**config.mk**
```make
export PLATFORM = sky130hd
export DESIGN_NAME = instr_fetch_unit
export DESIGN_NICKNAME = d
export VERILOG_FILES = /design/src/rtl/instr_fetch_unit.sv
export SDC_FILE = /design/constraint.sdc
export NUM_CORES = 1
export LEC_CHECK = 0
export ABC_CLOCK_PERIOD_IN_PS = 7300
export CAP_MARGIN = 25
export CORE_MARGIN = 1.5
export CORE_UTILIZATION = 45
export DETAILED_ROUTE_END_ITERATION = 12
export HOLD_SLACK_MARGIN = 0.02
export MAX_ROUTING_LAYER = met4
export PLACE_DENSITY = 0.77
export SLEW_MARGIN = 20
export SYNTH_ARGS = -nofsm -noshare
export SYNTH_HDL_FRONTEND = slang
export SYNTH_SLANG_ARGS = --single-unit
```
**constraint.sdc**
```tcl
create_clock -name clk -period 7.3 [get_ports clk]
set_clock_uncertainty 0.1 [all_clocks]
set_input_delay 1.46 -clock clk [delete_from_list [all_inputs] [get_ports clk]]
set_output_delay 1.46 -clock clk [all_outputs]
set_load 0.01 [all_outputs]
```
**src/rtl/instr_fetch_unit.sv**
```systemverilog
// Instruction fetch sequencer: owns the PC, fetches over a req/ack handshake and
// issues each word over valid/ready, resolving branches at the issue handshake.
module instr_fetch_unit #(
   parameter logic [31:0] RESET_PC = 32'h0000_0000
) (
   input  logic        clk,
   input  logic        rst,
   output logic        imem_req,
   output logic [31:0] imem_addr,
   input  logic        imem_ack,
   input  logic [31:0] imem_rdata,
   output logic [31:0] instr,
   output logic [5:0]  opcode,
   output logic        instr_valid,
   input  logic        instr_ready,
   input  logic        branch,
   input  logic        zero,
   output logic [31:0] pc,
   output logic [31:0] pc_plus4
);

   typedef enum logic [1:0] {
      S_RESET,
      S_FETCH,
      S_ISSUE
   } state_t;

   state_t      state_q, state_d;
   logic [31:0] pc_q, pc_d;
   logic [31:0] instr_q, instr_d;
   logic [31:0] branch_off;
   logic [31:0] pc_inc;

   assign pc_inc     = pc_q + 32'd4;
   // Sign-extended word offset, relative to pc + 4.
   assign branch_off = {{14{instr_q[15]}}, instr_q[15:0], 2'b00};

   always_comb begin
      state_d     = state_q;
      pc_d        = pc_q;
      instr_d     = instr_q;
      imem_req    = 1'b0;
      instr_valid = 1'b0;
      case (state_q)
         S_RESET: begin
            state_d = S_FETCH;
         end
         S_FETCH: begin
            imem_req = 1'b1;
            if (imem_ack) begin
               instr_d = imem_rdata;
               state_d = S_ISSUE;
            end
         end
         S_ISSUE: begin
            instr_valid = 1'b1;
            if (instr_ready) begin
               state_d = S_FETCH;
               pc_d    = (branch && zero) ? (pc_inc + branch_off) : pc_inc;
            end
         end
         default: begin
            state_d = S_RESET;
         end
      endcase
   end

   always_ff @(posedge clk) begin
      if (rst) begin
         state_q <= S_RESET;
         pc_q    <= RESET_PC;
         instr_q <= '0;
      end else begin
         state_q <= state_d;
         pc_q    <= pc_d;
         instr_q <= instr_d;
      end
   end

   assign imem_addr = pc_q;
   assign pc        = pc_q;
   assign pc_plus4  = pc_inc;
   assign instr     = instr_q;
   assign opcode    = instr_q[31:26];

endmodule

```
==> load_flow_metrics.sql <==
INSERT INTO impl_metrics (metric_group, metric, value, unit) VALUES
('power_and_ir_drop', 'post-layout-total-power', '805.8', 'uW'),
('yosys', 'synth_warnings', '0', ''),
('floorplanning', 'placementRows', '38', ''),
('sta', 'final.min_clock_period', '4652', 'ps'),
('routing', 'detail_route.drc_violations', '0', ''),
('final_layout', 'antennaDiodeCount', '0', ''),
('floorplanning', 'io_pins', '174', ''),
('placement', 'half_perimeter_wire_length_of_the_detailed_placement_result', '11480', 'um'),
('floorplanning', 'dieArea', '11850', 'um^2'),
('sta', 'timing.final.setup_violations', '0', ''),
('floorplanning', 'floorplan.die.height', '108.9', 'um'),
('final_layout', 'finish.net_count', '856', ''),
('cts', 'cts.repair_timing.setup_buffer_count', '0', ''),
('routing', 'via_count', '5194', ''),
('final_layout', 'post_route_cells_drive_above_1_share', '0.04841', ''),
('routing', 'route.detailed.wl_per_inst', '16.45', 'um'),
('cts', 'numClockSinks', '64', ''),
('setup_path', 'worst_ep_arrival_time', '3090', 'ps'),
('yosys', 'synth_fa_ha_area_frac', '0.09325', ''),
('floorplanning', 'core_area', '10890', 'um^2'),
('cts', 'source_to_sink_clock_delay_at_the_later_pin_of_the_worst_skew_pair', '350', 'ps'),
('global_routing', 'grt_most_used_layer', 'met2', ''),
('yosys', 'synth-async-reset-ratio', '0', ''),
('global_routing', 'grt_use_met1', '0.3189', ''),
('cts', 'cts_inserted_buffers', '9', ''),
('setup_path', 'worst-endpoint-required', '5740', 'ps'),
('yosys', 'complex_gate_fraction_of_the_synthesized_area', '0.2517', ''),
('yosys', 'ys_ff_latch', '64', ''),
('routing', 'route.final.wire_length', '15220', 'um'),
('power_and_ir_drop', 'ir_worst_vdd', '0.00009790', 'V'),
('routing', 'firstDrtPassIters', '4', ''),
('final_layout', 'area_delta_synth_final', '32.19', '%'),
('sta', 'post-route-period-util', '0.6373', ''),
('setup_path', 'worst_setup_end_kind', 'primary output', ''),
('setup_path', 'setup_crit_start_kind', 'flop', ''),
('yosys', 'synth-seq-area-share', '0.2540', ''),
('global_routing', 'grt_pass1_vias', '4845', ''),
('yosys', 'synthesis.area_per_instance', '7.530', 'um^2'),
('yosys', 'yosys.area_share.simple', '0.2049', ''),
('power_and_ir_drop', 'power_per_cell_area', '120.8', 'nW/um^2'),
('cts', 'ctsHoldBuffers', '0', ''),
('sta', 'final-hold-violation-count', '0', ''),
('placement', 'port-buffer-count', '167', ''),
('flow_run', 'maxCapViolCount', '0', ''),
('global_routing', 'global_route_wire_length_before_repair', '23950', 'um'),
('min_path', 'hold_path.class', 'flop to flop', ''),
('yosys', 'synth_xor_area_frac', '0.08854', ''),
('global_routing', 'grt_start_max_net_pins', '66', ''),
('global_routing', 'gr-usage-all-layers', '0.2653', ''),
('yosys', 'dominant_combinational_cell_family_by_area_after_synthesis', 'compound AO/OA/AOI/OAI gates', ''),
('run_status', 'result_of_the_run', 'finished, final reports clean', ''),
('global_routing', 'global_route_met3_utilization', '0.04603', ''),
('global_routing', 'grt_antenna_before_repair', '0', ''),
('cts', 'htreeDepth', '3', ''),
('placement', 'place_congestion', '0.9937', ''),
('global_routing', 'grtUsageMet2', '0.4384', ''),
('yosys', 'synthesis.instances', '670', ''),
('sta', 'clock.fmax', '215.0', 'MHz'),
('final_layout', 'layout.cells.most_common_list', 'clkdlybuf4s50_1, nand2_1, a21oi_1', ''),
('yosys', 'synth.mux.area_fraction', '0.008433', ''),
('setup_path', 'timing.critical_path.fanout_max', '8', ''),
('sta', 'total_neg_setup_slack', '0', 'ps'),
('floorplanning', 'die_w', '108.9', 'um'),
('sta', 'rsz_0062_raised_after_global_routing', 'false', ''),
('setup_path', 'timing_worst_setup_path_type', 'flop to primary output', ''),
('yosys', 'post_synth_edffs', '0', ''),
('sta', 'number_of_slew_limit_violations_in_the_final_report', '0', ''),
('final_layout', 'mostFrequentLayoutCell', 'clkdlybuf4s50_1', ''),
('power_and_ir_drop', 'power.static_leakage', '0.002567', 'uW'),
('cts', 'tritoncts', 'done', ''),
('routing', 'route.detailed.vias_per_inst', '5.615', '');
==> worst max-delay path, cell delays in order (launching register included) <==
cell and delay, ps:
dfxtp_1 460, ha_1 270, nand3_1 180, nor3_1 260, nand3_1 190, nor2_1 340, nand2_1 140, xnor2_1 290
clkdlybuf4s50_1 600
==> cell families after synthesis <==
logic type / Yosys count
other: 1
buffers and inverters: 90
muxes: 4
AOI/OAI and AO/OA: 194
xor gates and xnor gates: 51
DFF: 64
adders and majority gates: 37
and+or+nand+nor: 229
==> power by group <==
part           switching, uW  internal [uW]  total [uW]
clock network            143            137         281
logic                   76.0           74.6         151
registers               13.8            361         375
total                    233            573         806
==> sequential cells by signal, indices dropped and copies added (netlist names) <==
signal,count
instr,32
imem_addr,30
state_q,2
==> Yosys cell counts, types with 7 or more instances <==
library cell	instances	area (um^2)
inv_1	14	52.55
a221oi_1	7	61.31
a211oi_1	9	67.56
and3_1	14	87.58
o21ai_0	27	135.1
clkbuf_1	33	123.9
xnor2_1	32	280.3
nand4_1	7	43.79
dfxtp_1	64	1281
o21a_1	9	67.56
a21o_1	14	105.1
nand2_1	108	405.4
nor2_1	42	157.7
a21oi_1	78	390.4
buf_4	42	315.3
xor2_1	19	166.4
nand3_1	19	95.09
ha_1	36	450.4
nor3_1	10	50.05
==> cell type report <==
type	count	area [um^2]
tap	140	175.2
timing repair buffer	171	1700
clock buffer	11	151.4
inverter	14	52.55
fill	978	4219
multi-input combinational	521	3288
clock inverter	4	20.02
sequential	64	1281
==> final timing paths <==
check / cells past startpoint / slack [ps] / to / from
max: 8 / 2650 / pc_plus4[26] / imem_addr[2]
min: 2 / 360 / instr[20] / instr[20]
max reg2reg: 15 / 2930 / imem_addr[31] / imem_addr[2]
min reg2reg: 2 / 360 / instr[20] / instr[20]
==> stage by stage <==
step / worst slack [ps] / hold WS, ps / std cells / cell area (um^2)
global route: 2341 / 377.8 / 925 / 6669
detailed placement: 3012 / 349.4 / 910 / 6497
CTS: 2648 / 356.8 / 925 / 6669
global placement: 3140 / 341.9 / 909 / 6486
floorplan: 3293 / 380.5 / 675 / 5064
finish: 2648 / 357.1 / 925 / 6669
==> per-layer routing <==
metal / part of all wire / vias to the layer above
met5: 0 / -
met4: 0.025 / 0
met3: 0.063 / 26
met2: 0.49 / 185
met1: 0.43 / 2432
li1: - / 2551
Note: power is estimated with default switching activity, not from simulation.
